**src/rtl/alu_sel_pkg.sv**
```systemverilog
// Shared definitions for the ALU result selector: select-mode encoding.
package alu_sel_pkg;

  typedef enum logic {
    MODE_DIRECT = 1'b0,
    MODE_SCAN   = 1'b1
  } sel_mode_e;

endpackage

```
**src/rtl/alu_result_sel_reg_nway_mux.sv**
```systemverilog
// Combinational N:1 selector over a packed channel vector; out-of-range
// selects return zero and raise err.
module nway_mux #(
  parameter int W   = 32,
  parameter int NCH = 8,
  parameter int SW  = 3
) (
  input  logic [NCH*W-1:0] data_in,
  input  logic [SW-1:0]    sel,
  output logic [W-1:0]     data_o,
  output logic             err
);

  localparam int unsigned NCHU  = NCH;
  localparam logic [SW:0] NCH_L = NCHU[SW:0];

  // Extra MSB so NCH == 2**SW still compares correctly.
  assign err = ({1'b0, sel} >= NCH_L);

  always_comb begin
    data_o = '0;
    for (int k = 0; k < NCH; k++) begin
      if (sel == k[SW-1:0]) data_o = data_in[k*W +: W];
    end
  end

endmodule

```
**src/rtl/alu_result_sel_reg.sv**
```systemverilog
// Registered N:1 ALU result selector with valid/ready output stage and an
// auto-incrementing channel-scan mode.
module alu_result_sel_reg
  import alu_sel_pkg::*;
#(
  parameter int W   = 32,
  parameter int NCH = 8,
  parameter int SW  = 3
) (
  input  logic             clk,
  input  logic             rst_n,
  input  logic             in_valid,
  output logic             in_ready,
  input  logic [NCH*W-1:0] data_in,
  input  logic [SW-1:0]    sel,
  input  logic             mode,
  input  logic             scan_clr,
  output logic             out_valid,
  input  logic             out_ready,
  output logic [W-1:0]     data_out,
  output logic [SW-1:0]    ch_out,
  output logic             sel_err,
  output logic             scan_wrap
);

  localparam int unsigned LASTI = NCH - 1;
  localparam logic [SW-1:0] LAST = LASTI[SW-1:0];

  logic          vld_q, vld_d;
  logic [W-1:0]  data_q, data_d;
  logic [SW-1:0] ch_q, ch_d;
  logic          err_q, err_d;
  logic          wrap_q, wrap_d;
  logic [SW-1:0] cnt_q, cnt_d;

  logic          accept;
  logic          scan;
  logic [SW-1:0] eff;
  logic [W-1:0]  mux_data;
  logic          mux_err;

  assign in_ready = !vld_q || out_ready;
  assign accept   = in_valid && in_ready;
  assign scan     = (mode == MODE_SCAN);
  assign eff      = scan ? cnt_q : sel;

  nway_mux #(.W(W), .NCH(NCH), .SW(SW)) u_mux (
    .data_in (data_in),
    .sel     (eff),
    .data_o  (mux_data),
    .err     (mux_err)
  );

  always_comb begin
    vld_d  = vld_q;
    data_d = data_q;
    ch_d   = ch_q;
    err_d  = err_q;
    wrap_d = wrap_q;
    if (accept) begin
      vld_d  = 1'b1;
      data_d = mux_data;
      ch_d   = eff;
      err_d  = mux_err;
      wrap_d = scan && (cnt_q == LAST);
    end else if (vld_q && out_ready) begin
      vld_d  = 1'b0;
    end
  end

  // Clear wins over increment; the accept above already used the old count.
  always_comb begin
    cnt_d = cnt_q;
    if (accept && scan) cnt_d = (cnt_q == LAST) ? '0 : cnt_q + 1'b1;
    if (scan_clr)       cnt_d = '0;
  end

  always_ff @(posedge clk or negedge rst_n) begin
    if (!rst_n) begin
      vld_q  <= 1'b0;
      data_q <= '0;
      ch_q   <= '0;
      err_q  <= 1'b0;
      wrap_q <= 1'b0;
      cnt_q  <= '0;
    end else begin
      vld_q  <= vld_d;
      data_q <= data_d;
      ch_q   <= ch_d;
      err_q  <= err_d;
      wrap_q <= wrap_d;
      cnt_q  <= cnt_d;
    end
  end

  assign out_valid = vld_q;
  assign data_out  = data_q;
  assign ch_out    = ch_q;
  assign sel_err   = err_q;
  assign scan_wrap = wrap_q;

endmodule
```
**config.mk**
```make
export PLATFORM = sky130hd
export DESIGN_NAME = alu_result_sel_reg
export DESIGN_NICKNAME = d
export VERILOG_FILES = /design/src/rtl/alu_sel_pkg.sv /design/src/rtl/alu_result_sel_reg_nway_mux.sv /design/src/rtl/alu_result_sel_reg.sv
export SDC_FILE = /design/constraint.sdc
export NUM_CORES = 1
export LEC_CHECK = 0
export CORE_AREA = 2 2 116 118
export CTS_CLUSTER_DIAMETER = 120
export DETAILED_ROUTE_END_ITERATION = 12
export DIE_AREA = 0 0 118 120
export HOLD_SLACK_MARGIN = 0.05
export PLACE_DENSITY = 0.74
export SLEW_MARGIN = 20
export SYNTH_ARGS = -nofsm -noshare
export SYNTH_HDL_FRONTEND = slang
export SYNTH_SLANG_ARGS = --single-unit
```
**constraint.sdc**
```tcl
create_clock -name clk -period 1.9 [get_ports clk]
set_input_delay 0.38 -clock clk [delete_from_list [all_inputs] [get_ports clk]]
set_output_delay 0.38 -clock clk [all_outputs]
set_load 0.01 [all_outputs]
```
==> results.toml <==
[floorplanning]
fp.coreArea_mm2 = 0.0130
start_util = 0.296
fp-row-count = 42
design.die.area_mm2 = 0.0142
fp.dieH_um = 120
num_io_pins = 304
die_w_um = 118

[cells_and_area]
layout-drive-gt1-share = 0.115
syn_to_final_growth_pct = 102
fin_util = 0.598
final_nets = 1154
stdcell_area_mm2 = 0.00777
multiInputGateArea_mm2 = 0.00262
antenna_cells = 0
fillCellCount = 1194
seq_area_mm2 = 0.00100

[cts]
postCtsHoldBufs = 0
numCtsBuffers = 5
cts_max_level = 2
cts_tree = "yes"
clk_path_buf_depth = 2
insertion_delay_ns = 0.29
cts.sinks = 40
cts_root_buf = "clkbuf_16"
cts.clk_slew.worst_paths_ns = 0.07

[power]
leakage_nw = 3.15
ir_drop_v = 0.000350
power-per-cell-area_mw_per_mm2 = 519
power.total_w = 0.00403

[worst_setup_path]
worstRegToRegCells = 5
cp_max_fo = 13
worstPathRequired_ns = 2.12
critPathLaunchType = "primary input"
reg2reg_to = "data_out[30]"
worst_setup_path_end_kind = "register"
cp.arrival_ns = 2.00
r2r_slack_ns = 0.14
critPathKind = "primary input to register"
r2r-start = "cnt_q[2]"

[drt]
dr.pass1.iters = 6
avgViaCountPerCell = 5.21
drtIter0Drc = 384
vias = 5544
antenna_left = 0
drcViolationCount = 0
routed_wl_um = 19700
wire_per_inst_um = 18.5

[timing]
skew_ns = 0.00401
fin_crit_sh = 0.939
slew_violations = 0
finalSetupViolations = 0
finalHoldViolCount = 0
fin_crit_ns = 1.78
rsz0062_at_grt = "false"
maxSlewHeadroom = 0.632
setup_slack_ns = 0.115
worstMarginPinSlew_ns = 0.552
max_freq_mhz = 560

[synth]
synth_top_family_by_area = "compound AO/OA/AOI/OAI gates"
synth_compound_area_frac = 0.290
synth_flop_cell = "dfrtp_1"
synth-simple-area-share = 0.264
synth_edf_count = 0
async_flop_share = 1.00
synth.ff_latch_count = 40
synthAdderAreaFrac = 0.00651
avgSynthCellArea_um2 = 6.88
syn_area_mm2 = 0.00384
synth.distinct_cells = 41
synth_xor_area_frac = 0
seq_area_frac_synth = 0.260
ys.warnings.count = 0
synth.area.mux_share = 0.102
syn_nets = 826
synthCells = 559

[grt]
antenna_found_initial = 0
grtUsageTotal = 0.264
grt_max_degree = 26
grt_pass1_vias = 5499
grt-ovfl-total = 0
grt_pass1_wl_um = 29600

[hold_path]
hp-class = "primary input to asynchronous set/reset pin"

[placement]
dpl_cell_area_mm2 = 0.00753
portBuffers = 302
dp_hpwl_um = 15600
gp_congestion = 0.920
pre_cts_slack_ns = -0.536

[run]
drv_cap = 0

[outcome]
status = "completed"
state kept, by name (all words and copies together), names as in the netlist:
register and count:
out_valid 1, ch_out 3, scan_wrap 1, data_out 32, cnt_q 3
cells by family after synthesis:
| kind of cell | Yosys count |
|---|---|
| other | 1 |
| muxes | 36 |
| adders and majority gates | 2 |
| DFF | 40 |
| and+or+nand+nor | 248 |
| AOI/OAI and AO/OA | 176 |
| buffers and inverters | 56 |
critical path: stages:
cell      delay, ns
clkbuf_2       0.20
buf_12         0.17
mux2i_4        0.24
buf_4          0.22
buf_4          0.17
nor3_1         0.05
a31oi_1        0.30
a211oi_2       0.13
nor2_1         0.12
final cells by class:
| type | instances | area share |
|---|---|---|
| clock buffers | 5 | 0.0161 |
| clock inverters | 3 | 0.00548 |
| inverters | 3 | 0.00145 |
| multi-input cells | 465 | 0.337 |
| flip-flops and latches | 40 | 0.129 |
| well taps | 176 | 0.0284 |
| repair buffers | 372 | 0.483 |
how the worst max path moves through the flow:
stage | startpoint | endpoint | slack [ns] | cells past startpoint
final | mode | data_out[10] | 0.12 | 9
after global routing | out_ready | data_out[20] | 0.04 | 8
after CTS | mode | data_out[10] | 0.01 | 9
after detailed placement | mode | data_out[17] | -0.54 | 8
after global placement | mode | data_out[8] | -0.52 | 8
after floorplan | mode | data_out[29] | 0.11 | 6
timing repair:
action                     4_1_cts  5_1_grt
pin swaps                        1        0
setup buffers                    2        1
cloned                           1        1
setup endpoints to repair       33       24
resized for setup                6        8
synthesized netlist by cell type (2+ instances only):
cell | n | share of area
a211o_1 | 4 | 0.0091
a211oi_1 | 23 | 0.045
a21oi_1 | 20 | 0.026
a221oi_1 | 3 | 0.0068
a2bb2oi_1 | 2 | 0.0046
a31oi_1 | 42 | 0.068
buf_2 | 24 | 0.031
buf_4 | 4 | 0.0078
buf_6 | 5 | 0.015
clkbuf_1 | 20 | 0.020
dfrtp_1 | 40 | 0.26
ha_1 | 2 | 0.0065
inv_1 | 3 | 0.0029
mux2_1 | 2 | 0.0059
mux2_2 | 6 | 0.018
mux2_4 | 2 | 0.0078
mux2i_1 | 25 | 0.065
nand2_1 | 175 | 0.17
nand2b_1 | 2 | 0.0033
nand3_1 | 5 | 0.0065
nand4_1 | 5 | 0.0081
nor2_1 | 27 | 0.026
nor3_1 | 26 | 0.034
nor4b_1 | 3 | 0.0068
o211ai_1 | 3 | 0.0059
o21ai_0 | 41 | 0.053
o21ai_1 | 3 | 0.0039
o221ai_1 | 4 | 0.0091
o22ai_1 | 26 | 0.042
metal layers:
layer / vias to the layer above / GRT usage / share of wire
met4: 0 / 0.0889 / 0.030
met3: 53 / 0.0661 / 0.086
li1: 2676 / - / -
met5: - / 0 / 0
met1: 2512 / 0.317 / 0.40
met2: 303 / 0.460 / 0.48
metrics by stage:
step / cells / hold slack (ns) / TNS (ns)
final: 1064 / 0.0668 / 0
after detailed placement: 1051 / 0.397 / -15.50
after CTS: 1062 / 0.0871 / 0
after global routing: 1064 / 0.109 / 0
after floorplan: 559 / 0.0844 / 0
after global placement: 1051 / 0.394 / -14.38
cell usage in the layout, fill, tap and decap left out, types with 5 or more instances in the layout:
master and n:
o21ai_0 40, a21oi_1 20, clkbuf_16 5, nand4_1 5, buf_4 52, o22ai_1 26
mux2_2 7, clkdlybuf4s50_1 296, nor2_1 27, mux2i_1 23, a31oi_1 42, buf_12 16
dfrtp_1 40, nand2_1 175, nand3_1 5, a211oi_1 21, nor3_1 25
where the power goes:
part	total, W	internal [W]	switching (W)
clock	0.000997	0.000618	0.000379
combinational	0.00195	0.00116	0.000790
sequential	0.00108	0.000995	0.0000895
total	0.00403	0.00277	0.00126
(Power assumes the default switching activity.)
==> edit 1 (same flow settings) <==
Register the input `mode` before use. The logic sees it one clock later. The other inputs are not delayed to match.
--- a/src/rtl/alu_result_sel_reg.sv
+++ b/src/rtl/alu_result_sel_reg.sv
@@ -27,4 +27,10 @@
   localparam logic [SW-1:0] LAST = LASTI[SW-1:0];
 
+  logic mode_q;
+
+  always_ff @(posedge clk) begin
+    mode_q <= mode;
+  end
+
   logic          vld_q, vld_d;
   logic [W-1:0]  data_q, data_d;
@@ -42,5 +48,5 @@
   assign in_ready = !vld_q || out_ready;
   assign accept   = in_valid && in_ready;
-  assign scan     = (mode == MODE_SCAN);
+  assign scan     = (mode_q == MODE_SCAN);
   assign eff      = scan ? cnt_q : sel;
 
Check against the original RTL: not equivalent (a bounded check fails within 4 cycles, from zero or initial values and one cycle with rst_n low).
==> edit 1 against the unedited design <==
Cell count is 0.19% lower; total power is 1.3% higher; routed wire length is 0.18% higher; design area is 0.71% higher; area after synthesis is 0.52% higher; register-to-register slack worse by 0.08 ns; worst setup slack worse by 0.052 ns; sequential cell count is 1 higher; critical path type is now flop to flop; largest power group unchanged; highest routed layer unchanged.
==> edit 1: results (changes against the unedited design) <==
| Metric | Value |
|---|---|
| Asr flop ratio synth | 0.976 (was 1.00) |
| VDD IR max | 0.354 mV (was 0.350 mV) |
| Non-filler cells, final | 1062 (was 1064) |
| Post CTS Setup Buffer Count | 0 (was 2) |
| Post-Syn Nets | 827 (was 826) |
| Reg-to-reg endpoint | data_out[28] (was data_out[30]) |
| CP Max Fanout | 17 (was 13) |
| Routed length on met2 | 9770 um (was 9510 um) |
| R2R Setup Slk | 0.06 ns (was 0.14 ns) |
| Power share of the sequential group | 0.271 (was 0.269) |
| Slowest stage delay, CP | 0.38 ns (was 0.30 ns) |
| Vias | 5626 (was 5544) |
| Met2 Resource Use GR | 0.472 (was 0.460) |
| Run status | finished clean (unchanged) |
| Synth top area cells | dfrtp_1 (26%), nand2_1 (17%), a31oi_1 (6.8%) (unchanged) |
| Met3 Usage GRT | 0.0523 (was 0.0661) |
| Fraction of layout cells with a size suffix above 1 | 0.115 (about the same) |
| Grt met1 use | 0.325 (was 0.317) |
| Metal-1 WL | 8060 um (was 7920 um) |
| Post-cts resize count | 3 (was 6) |
| First-pass GRT wire length | 29800 um (was 29600 um) |
| Hold Crit Class | flop to flop (was input port to asynchronous set/reset pin) |
| Hold-fix buffers at CTS | 1 (was 0) |
| Post-synth cell types | 42 (was 41) |
| HPWL after DPL | 15400 um (was 15600 um) |
| Reg2reg path depth | 7 (was 5) |
| Int Power | 2.83 mW (was 2.77 mW) |
| CP top delay family | multiplexers (was buffers and inverters) |
| Final hold slack | 0.481 ns (was 0.0668 ns) |
| Gpl congestion | 0.905 (was 0.920) |
| Largest net degree at the start of global routing | 65 (was 26) |
| Worst Clk Skew | 0.00443 ns (was 0.00401 ns) |
| Post-Syn Instances | 560 (was 559) |
| Fin nets | 1152 (was 1154) |
| Tot GR Track Use | 0.266 (was 0.264) |
-- edit 1: per-stage QoR --
| step | TNS, ns | worst slack [ns] | utilization |
|---|---|---|---|
| CTS | 0 | 0.00109 | 0.595 |
| global route | -0.00183 | -0.00153 | 0.603 |
| finish | 0 | 0.0629 | 0.603 |
| detailed placement | -7.84 | -0.337 | 0.580 |
| floorplan | 0 | 0.142 | - |
| global placement | -6.71 | -0.292 | 0.580 |
-- edit 1: cell type report --
type / count / area [sq um]
multi-input cells: 464 / 2630
fillers: 1238 / 5160
clock buffers: 7 / 143
repair buffers: 370 / 3760
well taps: 176 / 220
inverters: 3 / 11.3
clock inverters: 1 / 30.0
flip-flops and latches: 41 / 1020
-- edit 1: cells by family after synthesis --
logic type	synth area share
multiplexers	0.102
other	0.000971
AO/OA/AOI/OAI	0.288
adder cells (fa/ha/maj)	0.00648
flip-flops	0.264
AND/OR/NAND/NOR	0.263
buffers and inverters	0.0758
==> edit 2 (same settings) <==
Without the edit above. `NCH` is set to 8 in 2 places; all go to 9.
--- a/src/rtl/alu_result_sel_reg_nway_mux.sv
+++ b/src/rtl/alu_result_sel_reg_nway_mux.sv
@@ -3,5 +3,5 @@
 module nway_mux #(
   parameter int W   = 32,
-  parameter int NCH = 8,
+  parameter int NCH = 9,
   parameter int SW  = 3
 ) (
--- a/src/rtl/alu_result_sel_reg.sv
+++ b/src/rtl/alu_result_sel_reg.sv
@@ -5,5 +5,5 @@
 #(
   parameter int W   = 32,
-  parameter int NCH = 8,
+  parameter int NCH = 9,
   parameter int SW  = 3
 ) (
Ports: changed (resized data_in); port bits go from 304 to 336. The function was not compared with the original's and may differ.
==> edit 2 against the unedited design <==
Die area stayed put; design area up 2.4%; routed wire length rose by 4.0%; via count increased by 6.6%; sequential share of layout area fell by 0.27 points; combinational power decreased by 11%; area after synthesis up 9.1%; worst setup slack lost 0.067 ns; critical path depth decreased by 4; sequential cell count stayed put; total power is 9.8% lower.
==> edit 2: results (changes against the unedited design) <==
| Metric | Value |
|---|---|
| Run status | finished clean (unchanged) |
| ANT cells | 0 (unchanged) |
| Max cap viols | 0 (unchanged) |
| Actual slew at the worst max-slew pin | 0.535 ns (was 0.552 ns) |
| Setup crit start | cnt_q[0] (was mode) |
| Worst-Skew Late Latency | around 0.28 ns |
| Cell Area, Placed | 0.00773 sq mm (was 0.00753 sq mm) |
| CP Class | flop to flop (was input port to flop) |
| Clk slew on worst S/H paths | ~0.060 ns |
| Post-Syn Nets | 888 (was 826) |
| RR Startpoint | cnt_q[0] (was cnt_q[2]) |
| Reg2reg path depth | 5 (unchanged) |
| Pre-CTS setup slack | -0.436 ns (was -0.536 ns) |
| Filler Cells Inserted | 1132 (was 1194) |
| Final setup fails | 0 (unchanged) |
| Max reg flops | 32 (unchanged) |
| Vias per cell | 5.51 (was 5.21) |
| Tot GR Track Use | 0.281 (was 0.264) |
| IO Port Bufs | 302 (unchanged) |
| Synth top area cells | dfrtp_1 (24%), o21ai_0 (9.4%), or3_1 (7.9%) (was dfrtp_1 (26%), nand2_1 (17%), a31oi_1 (6.8%)) |
| CP Max Fanout | 5 (was 13) |
| Register area share after synthesis | 0.239 (was 0.260) |
| Detail Route Antenna Nets | 0 (unchanged) |
| Final period util | 0.975 (was 0.939) |
| Hold Crit Class | input port to asynchronous set/reset pin (unchanged) |
| Vias in the first global route | 5987 (was 5499) |
| HPWL after DPL | 16400 um (was 15600 um) |
| Post-Syn Instances | 589 (was 559) |
| H-tree lvl count | 2 (unchanged) |
| CTS Buf Count | 5 (unchanged) |
| Worst Clk Skew | 0.00812 ns (was 0.00401 ns) |
| First-pass GRT wire length | 31800 um (was 29600 um) |
| CTS max path bufs | 2 (unchanged) |
| Drt initial violations | 545 (was 384) |
| Gpl congestion | 0.923 (was 0.920) |
| Most instantiated cells after synthesis | o21ai_0 (79), nand2_1 (70), nor2_1 (57) (was nand2_1 (175), a31oi_1 (42), o21ai_0 (41)) |
| Fraction of layout cells with a size suffix above 1 | 0.106 (was 0.115) |
| Lkg Pwr | 3.06 nW (was 3.15 nW) |
| VDD IR max | 0.295 mV (was 0.350 mV) |
| Drt pass-1 iters | 7 (was 6) |
| Dpl cells | 1063 (was 1051) |
| Reg-to-reg endpoint | data_out[17] (was data_out[30]) |
| Antenna violations before repair | 0 (unchanged) |
| Worst path arrival time | 2.02 ns (was 2.00 ns) |
| R2R Setup Slk | 0.05 ns (was 0.14 ns) |
| Largest net degree at the start of global routing | 32 (was 26) |
| Fin nets | 1195 (was 1154) |
| Post-synth cell types | 43 (was 41) |
| Asr flop ratio synth | 1.00 (unchanged) |
| Clock Tree Root | clkbuf_16 (unchanged) |
| Int Power | 2.51 mW (was 2.77 mW) |
| YS warnings | 0 (unchanged) |
| Routed wire length | 20500 um (was 19700 um) |
| Avg WL per Cell | 19.1 um (was 18.5 um) |
edit 2: power by group through the flow:
stage | sequential [mW] | combinational (mW) | clock, mW
finish | 1.06 | 1.74 | 0.831
global route | 1.08 | 1.86 | 0.879
CTS | 1.06 | 1.72 | 0.854
detailed placement | 1.08 | 1.71 | 0
global placement | 1.07 | 1.68 | 0
floorplan | 1.13 | 0.518 | 0
edit 2: repair_timing:
item	4_1_cts	5_1_grt
endpoints found under the setup margin	33	14
setup buffers	0	2
resized for setup	11	7
pin swaps	0	1
edit 2: worst min path at each step:
stage / from / to / slack (ns) / cells after the start
final: rst_n / data_out[27] / 0.07 / 1
after global routing: rst_n / data_out[29] / 0.11 / 1
after CTS: rst_n / data_out[27] / 0.08 / 1
after detailed placement: rst_n / data_out[27] / 0.38 / 1
after global placement: rst_n / data_out[29] / 0.38 / 1
after floorplan: rst_n / ch_out[0] / 0.08 / 0
edit 2: metrics by stage:
step	total power, mW	setup TNS (ns)
6_report	3.63	0
5_1_grt	3.82	-0.121
4_1_cts	3.64	0
3_5_place_dp	2.79	-12.99
3_3_place_gp	2.76	-11.33
2_1_floorplan	1.65	0
edit 2: layout make-up:
cell class              count  area (sq um)  area share
multi-input cells         478          2940       0.370
clock inverters             3          18.8     0.00236
repair buffers            364          3620       0.455
clock buffers               5           125      0.0157
inverters                   7          26.3     0.00330
well taps                 176           220      0.0277
flip-flops and latches     40          1000       0.126
edit 2: layer usage:
layer / share of wire / up-vias / track usage
met5: 0 / - / 0
met4: 0.024 / 0 / 0.0798
met3: 0.072 / 37 / 0.0547
met2: 0.48 / 287 / 0.482
met1: 0.42 / 2783 / 0.358
li1: - / 2805 / -
edit 2: worst max-delay path, cell delays in order (launching register included):
cell	delay (ns)
dfrtp_2	0.45
mux2i_4	0.25
buf_4	0.17
mux4_1	0.55
a221oi_2	0.23
o21ai_0	0.10
edit 2: cells by family (layout without fill, tap and decap cells):
family	count (synthesis)	in the layout	share of synthesized area
AOI/OAI and AO/OA	262	262	0.395
adders and majority gates	2	2	0.00597
other	1	1	0.000894
muxes	17	17	0.0647
buffers and inverters	71	379	0.0758
DFF	40	40	0.239
and+or+nand+nor	196	196	0.219
